==> src/rtl/serial_pkg.sv <==
// Shared definitions for the serial transmitter and its matching receiver:
// frame state encoding and line levels.
package serial_pkg;

  typedef enum logic [2:0] {
    IDLE,
    START,
    DATA,
    PARITY,
    STOP
  } tx_state_t;

  localparam logic IDLE_LEVEL  = 1'b1;
  localparam logic START_LEVEL = 1'b0;
  localparam logic STOP_LEVEL  = 1'b1;

endpackage

==> src/rtl/serial_tx_bit_tick_gen.sv <==
// Bit-period divider: counts 0..CLK_DIV-1 while enabled and pulses tick on the
// terminal count. clr restarts the count so every frame begins on a bit boundary.
module bit_tick_gen #(
  parameter int CLK_DIV = 4
) (
  input  logic Clk,
  input  logic Reset,
  input  logic clr,
  input  logic en,
  output logic tick
);

  localparam int CW = (CLK_DIV > 1) ? $clog2(CLK_DIV) : 1;
  localparam logic [CW-1:0] TERM = CW'(CLK_DIV - 1);

  logic [CW-1:0] cnt_q, cnt_d;

  always_comb begin
    tick  = en && !clr && (cnt_q == TERM);
    cnt_d = cnt_q;
    if (clr) begin
      cnt_d = '0;
    end else if (en) begin
      cnt_d = tick ? '0 : cnt_q + 1'b1;
    end
  end

  always_ff @(posedge Clk or negedge Reset) begin
    if (!Reset) begin
      cnt_q <= '0;
    end else begin
      cnt_q <= cnt_d;
    end
  end

endmodule

==> src/rtl/serial_tx.sv <==
// Parallel-to-serial framed transmitter: start, WIDTH data bits LSB first,
// optional even parity (SERIAL_TX_PARITY_EN), stop. All outputs registered.
module serial_tx
  import serial_pkg::*;
#(
  parameter int WIDTH   = 8,
  parameter int CLK_DIV = 4
) (
  input  logic             Clk,
  input  logic             Reset,
  input  logic             Load,
  input  logic [WIDTH-1:0] Data,
  output logic             Ready,
  output logic             SerOut,
  output logic             Busy,
  output tx_state_t        dbg_state
);

  localparam int BW = $clog2(WIDTH + 1);
  localparam logic [BW-1:0] LAST_BIT = BW'(WIDTH - 1);

  // Handshake: a word is taken on the rising edge where Load and Ready are both
  // high; Load while Ready is low is dropped, never queued.
  tx_state_t        state_q, state_d;
  logic [WIDTH-1:0] shift_q, shift_d;
  logic [BW-1:0]    bit_q, bit_d;
  logic             ser_q, ser_d;
  logic             ready_q, ready_d;
  logic             accept;
  logic             tick;
`ifdef SERIAL_TX_PARITY_EN
  logic             par_q, par_d;
`endif

  bit_tick_gen #(
    .CLK_DIV(CLK_DIV)
  ) u_tick (
    .Clk  (Clk),
    .Reset(Reset),
    .clr  (accept),
    .en   (state_q != IDLE),
    .tick (tick)
  );

  always_comb begin
    accept  = Load && ready_q;
    state_d = state_q;
    shift_d = shift_q;
    bit_d   = bit_q;
`ifdef SERIAL_TX_PARITY_EN
    par_d   = par_q;
`endif
    case (state_q)
      IDLE: begin
        if (accept) begin
          state_d = START;
          shift_d = Data;
`ifdef SERIAL_TX_PARITY_EN
          par_d   = ^Data;
`endif
        end
      end
      START: begin
        if (tick) begin
          state_d = DATA;
          bit_d   = '0;
        end
      end
      DATA: begin
        if (tick) begin
          shift_d = shift_q >> 1;
          if (bit_q == LAST_BIT) begin
`ifdef SERIAL_TX_PARITY_EN
            state_d = PARITY;
`else
            state_d = STOP;
`endif
          end else begin
            bit_d = bit_q + 1'b1;
          end
        end
      end
`ifdef SERIAL_TX_PARITY_EN
      PARITY: begin
        if (tick) state_d = STOP;
      end
`endif
      STOP: begin
        if (tick) state_d = IDLE;
      end
      default: state_d = IDLE;
    endcase

    // Line level is decoded from the next state so SerOut comes straight off a flop.
    case (state_d)
      START:   ser_d = START_LEVEL;
      DATA:    ser_d = shift_d[0];
`ifdef SERIAL_TX_PARITY_EN
      PARITY:  ser_d = par_d;
`endif
      STOP:    ser_d = STOP_LEVEL;
      default: ser_d = IDLE_LEVEL;
    endcase
    ready_d = (state_d == IDLE);
  end

  always_ff @(posedge Clk or negedge Reset) begin
    if (!Reset) begin
      state_q <= IDLE;
      shift_q <= '0;
      bit_q   <= '0;
      ser_q   <= IDLE_LEVEL;
      ready_q <= 1'b1;
`ifdef SERIAL_TX_PARITY_EN
      par_q   <= 1'b0;
`endif
    end else begin
      state_q <= state_d;
      shift_q <= shift_d;
      bit_q   <= bit_d;
      ser_q   <= ser_d;
      ready_q <= ready_d;
`ifdef SERIAL_TX_PARITY_EN
      par_q   <= par_d;
`endif
    end
  end

  assign Ready     = ready_q;
  assign Busy      = ~ready_q;
  assign SerOut    = ser_q;
  assign dbg_state = state_q;

endmodule

==> config.mk <==
export PLATFORM = sky130hd
export DESIGN_NAME = serial_tx
export DESIGN_NICKNAME = d
export VERILOG_FILES = /design/src/rtl/serial_pkg.sv /design/src/rtl/serial_tx_bit_tick_gen.sv /design/src/rtl/serial_tx.sv
export SDC_FILE = /design/constraint.sdc
export NUM_CORES = 1
export LEC_CHECK = 0
export ABC_AREA = 1
export CORE_AREA = 3 3 49 51
export CTS_CLUSTER_DIAMETER = 100
export DETAILED_ROUTE_END_ITERATION = 6
export DIE_AREA = 0 0 52 54
export GPL_TIMING_DRIVEN = 0
export PLACE_DENSITY_LB_ADDON = 0.12
export SETUP_SLACK_MARGIN = 0.1
export SLEW_MARGIN = 20
export SYNTH_ARGS = -nofsm -noshare
export SYNTH_HDL_FRONTEND = slang
export SYNTH_SLANG_ARGS = --single-unit
==> constraint.sdc <==
create_clock -name Clk -period 1.6 [get_ports Clk]
set_clock_uncertainty 0.05 [all_clocks]
set_input_delay 0.4 -clock Clk [delete_from_list [all_inputs] [get_ports Clk]]
set_output_delay 0.4 -clock Clk [all_outputs]
set_load 0.02 [all_outputs]
# Word level (Yosys, flattened, before mapping)
# Index checks and enable logic that the tools add are counted.
# Widths: inputs -> output; s select.
# word_totals
inputBits	11
word_cells	50
regBits	19
output_inout_bits	6
# op_classes
bitwise_logic	1
n_reduce_logical	12
n_eq_ne	11
mux	17
add_sub_neg	2
# op_table
cell	n
$mux 8	2
$pmux 8 s2	1
$mux 3	5
$mux 4	3
$pmux 3 s4	1
$pmux 4 s2	1
$eq 3x1->1 const B	2
$eq 3x2->1 const B	2
$logic_not 3->1	2
$mux 2	3
$ne 2x2->1 const B	3
$reduce_bool 2->1	3
$add 4x1->4 const B	1
$eq 4x3->1 const B	1
$reduce_and 4->1	1
$eq 3x3->1 const B	1
$logic_and 1x1->1	3
$reduce_and 3->1	1
$reduce_bool 3->1	1
$add 2x1->2 const B	1
$eq 2x2->1 const B	1
$ne 2x1->1 const B	1
$pmux 1 s2	1
$logic_not 1->1	1
$not 1->1	1

# Depth between registers and ports, before layout
# depth
depth_word	8
ltp_mapped	9
mapped_depth_nobuf	9

# Hierarchy
# A second synthesis with hierarchy kept.
# hier_totals
cells_unflattened	135
area_unflattened_um2	1031.0
# by_module_without_submodules
module	n_inst	area_each_um2	cells_each	seq_area_each_um2
serial_tx	1	915.9	121	427.9
bit_tick_gen	1	115.1	14	50.0

# Least setup slack after synthesis
# No wires, ideal clock.
# synth_path
path_kind	register -> register
start	register ready_q (netlist: Ready)
end	register ser_q (netlist: SerOut)
path_slack_ns	0.117
setup_time_ns	0.077
stages_incl_launch_ff	8
required_ns	1.473
synth_period_minus_slack_ns	1.483
arrival_ns	1.356
path_buffers	0
cell_sequence	dfstp_2 > nand2_1 > nor2_4 > inv_2 > nand3_2 > nand3_2 > nand2_1 > nand2_1
# synth_between
elab_cells_between_ends	15
classes_between	2 x eq/ne; 9 x mux; 4 x reduce/logical
# synth_lines
item	line	source
from (decl)	serial_tx.sv:28	logic ready_q, ready_d;
from (signal assigned)	serial_tx.sv:122	ready_q <= ready_d;
$logic_and 1x1->1 (*)	serial_tx.sv:46	accept = Load && ready_q;
$logic_not 1->1	serial_tx_bit_tick_gen.sv:19	tick = en && !clr && (cnt_q == TERM);
$logic_and 1x1->1 (2 in series)	serial_tx_bit_tick_gen.sv:19	
$mux 8	serial_tx.sv:70	if (tick) begin
$pmux 8 s2 (*)	serial_tx.sv:53	case (state_q)
named net shift_d[0]	serial_tx.sv:25	logic [WIDTH-1:0] shift_q, shift_d;
$pmux 1 s2 (*)	serial_tx.sv:95	case (state_d)
named net ser_d	serial_tx.sv:27	logic ser_q, ser_d;
to (signal assigned)	serial_tx.sv:121	ser_q <= ser_d;
to (decl)	serial_tx.sv:27	
# The timed path passes the listed nets; every way through them passes the cells marked *. The select of a mux whose other input is x is not followed.
# A chain may end at the register's enable or synchronous reset.

# Worst setup path after layout
# layout_path
start	register ready_q (netlist: Ready)
end	output Busy
# layout_between
elab_chain_cells	1
# layout_lines
item	line	source
$not 1->1	serial_tx.sv:130	assign Busy = ~ready_q;
to (decl)	serial_tx.sv:15	output logic Busy,
# Every way passes these cells.

==> flow_summary.ini <==
[layout]
antenna_cells = 0
fin_nets = 145
syn_to_final_growth_pct = 28.5
layout-drive-gt1-share_pct = 29.0
finalInstanceArea_um2 = 1250
fillers = 162

[die]
rows = 16
boundaryPins = 17
die_area_um2 = 2810
die_w_um = 52
dieHeight_um = 54
initial_core_util_pct = 49.2
core_um2 = 1980

[yosys]
synth_top_area_cell = dfrtp_1
avgSynthCellArea_um2 = 9.29
post-synth-top-count-cell = nand2_1
synthFlopType = dfrtp_1
synth-seq-cells = 19
synth_edf_count = 0
synthTopCellsByCount = 25 x nand2_1, 17 x dfrtp_1, 12 x nand3_1
yosys-top-cells-area = dfrtp_1 44%, nand2_1 9.6%, nand3_1 6.2%
postSynthCellCount = 105
synth.distinct_cells = 25
synth_area_um2 = 976
async_reset_ff_share_pct = 100
ys_seq_area_share_pct = 49.0
yosysTopAreaCellShare_pct = 43.6
mappedNetlistNets = 118
ys_warn_count = 0

[sta]
fin_hold_ws_ps = 449
min_period_over_period_pct = 94.4
max_slew_margin_pct = 43.9
max_freq_mhz = 662
worst_pin_slew_ps = 840
rsz0062_at_grt = true
setup_viol = 0
drv_slew = 0
finalCriticalPeriod_ps = 1510
finalHoldViolCount = 0

[min_path]
hp-start = u_tick.cnt_q[0]$_DFFE_PN0P_
hold_class = reg2reg
whs_endpoint = u_tick.cnt_q[0]$_DFFE_PN0P_
min_delay_path_depth = 1

[critical_path]
cp_max_fo = 3
critical_path_class = reg2out
rr_startpoint = dbg_state[0]$_DFF_PN0_
arrival_ps = 1060
rrSetupSlack_ps = 150
cp-start-kind = register
worstSetupEndpointType = primary output
timing.rr.end = bit_q[0]$_DFFE_PN0P_
worstPathRequired_ps = 1150
reg2reg_depth = 7

[place]
io_buffers = 16
hpwl_um = 1380
globalplace.congestion = 0.807
dpl_cell_area_um2 = 1170

[cts]
root_buffer = clkbuf_4
cts_sinks = 19
cts-buffers-inserted = 3
clkLatencyLatePin_ps = 300
cts_tree = built
clock_path_buffers = 2
h-tree-depth = 1
clkSlewWorstSetupHoldPaths_ps = 100

[pwr]
ir_drop_mv = 0.809
power.leakage_nw = 0.601
pwr_density_cell_nw_per_um2 = 1470

[grt]
globalRouteTotalUtil_pct = 15.3
grt_pass1_vias = 710
grt_pass1_wl_um = 3130
grt_max_degree = 20
antenna_found_initial = 0
grt_overflow = 0

[detailed_routing]
via_per_inst = 5.06
ant_nets = 0
vias = 799
wl_per_cell_um = 12.4
drc = 0
dr.pass1.iters = 5
drt_iter0_drc = 12
routed_wl_um = 1960

[run_status]
outcome = complete, no violations

[job]
maxCapViolations = 0
cell usage in the layout, fill, tap and decap left out:
cell type        synthesis  layout
a21boi_2                 1       1
a21oi_1                  3       3
a22oi_1                  4       4
buf_2                    0       3
buf_4                    0       6
buf_6                    1       2
clkbuf_1                 0       1
clkbuf_4                 0       3
clkdlybuf4s15_1          0       1
clkdlybuf4s15_2          0       1
clkdlybuf4s50_1          0      10
dfrtp_1                 17      16
dfrtp_2                  0       1
dfstp_2                  2       2
ha_1                     2       2
inv_1                    8       8
inv_2                    3       3
nand2_1                 25      23
nand2_2                  3       4
nand2_4                  1       2
nand3_1                 12      11
nand3_2                  2       3
nand3_4                  1       1
nand4_4                  0       1
nor2_1                   3       3
nor2_2                   1       1
nor2_4                   3       3
nor3_1                   2       2
o211ai_1                 2       2
o21ai_1                  4       4
o21ai_2                  1       1
o31ai_1                  1       1
xor2_1                   2       2
state kept, by name (all words and copies together), names as in the netlist:
name          count
shift_q           8
bit_q             4
dbg_state         3
u_tick.cnt_q      2
Ready             1
SerOut            1
layer usage:
metal	up-vias	wire length [µm]	global-route usage, %	share of wire [%]
li1	402	-	-	-
met1	376	874	19.8	45
met2	16	958	24.7	49
met3	5	81	2.49	4.1
met4	0	42	7.86	2.1
met5	-	0	0	0
worst max path at each step:
stage                                       from                   end  slack, ps  depth (start not counted)
after floorplan                  Ready$_DFF_PN1_      SerOut$_DFF_PN1_        120                          7
after global placement                      Load      SerOut$_DFF_PN1_       -300                          8
after detailed placement                    Load      SerOut$_DFF_PN1_       -300                          8
after CTS                        Ready$_DFF_PN1_                 Ready         40                          1
after global routing      dbg_state[0]$_DFF_PN0_  bit_q[3]$_DFFE_PN0P_         40                          8
final                            Ready$_DFF_PN1_                  Busy         90                          2
per-stage QoR:
| stage | instances | power [mW] | utilization (%) | setup WS (ps) | TNS, ps |
|---|---|---|---|---|---|
| after CTS | 155 | 1.77 | 61.2 | 38.7 | 0 |
| after detailed placement | 148 | 1.54 | 59.0 | -303 | -3660 |
| final | 158 | 1.84 | 63.3 | 90.4 | 0 |
| after global routing | 158 | 1.98 | 63.3 | 37.2 | 0 |
| after floorplan | 105 | 1.29 | - | 117 | 0 |
| after global placement | 148 | 1.51 | 59.0 | -298 | -3590 |
worst max-delay path, stage by stage (launching register included):
cell,delay [ps]
dfstp_2,580
inv_1,60
buf_6,120
report_power, final:
group          internal (mW)  leakage [nW]  switching, mW  total (mW)
Clock                 0.0974        0.0150          0.148       0.246
Combinational          0.340         0.346          0.475       0.815
Sequential             0.674         0.239          0.108       0.782
cell type report:
type                       instances  area (µm²)  share of cell area (%)
tap                               27        33.8                    2.69
sequential                        19         479                    38.2
buffer                             1        11.3                   0.898
inverter                          11        41.3                    3.29
clock buffer                       4        26.3                    2.10
timing repair buffer              22         193                    15.4
multi-input combinational         74         469                    37.4
repair_timing:
| action | CTS | global route |
|---|---|---|
| endpoints found under the setup margin | 19 | 16 |
| cloned | 0 | 1 |
| hold buffers | 0 | 0 |
| pin swaps | 1 | 2 |
| buffers inserted | 3 | 2 |
| gates resized for setup | 20 | 10 |
cells by family after synthesis:
| family | synth area share [%] |
|---|---|
| XOR/XNOR | 1.80 |
| AND/OR/NAND/NOR | 30.3 |
| adder cells (fa/ha/maj) | 2.56 |
| buffers and inverters | 5.38 |
| AO/OA/AOI/OAI | 11.0 |
| flip-flops | 49.0 |
Power figures use the tool's default switching activity.
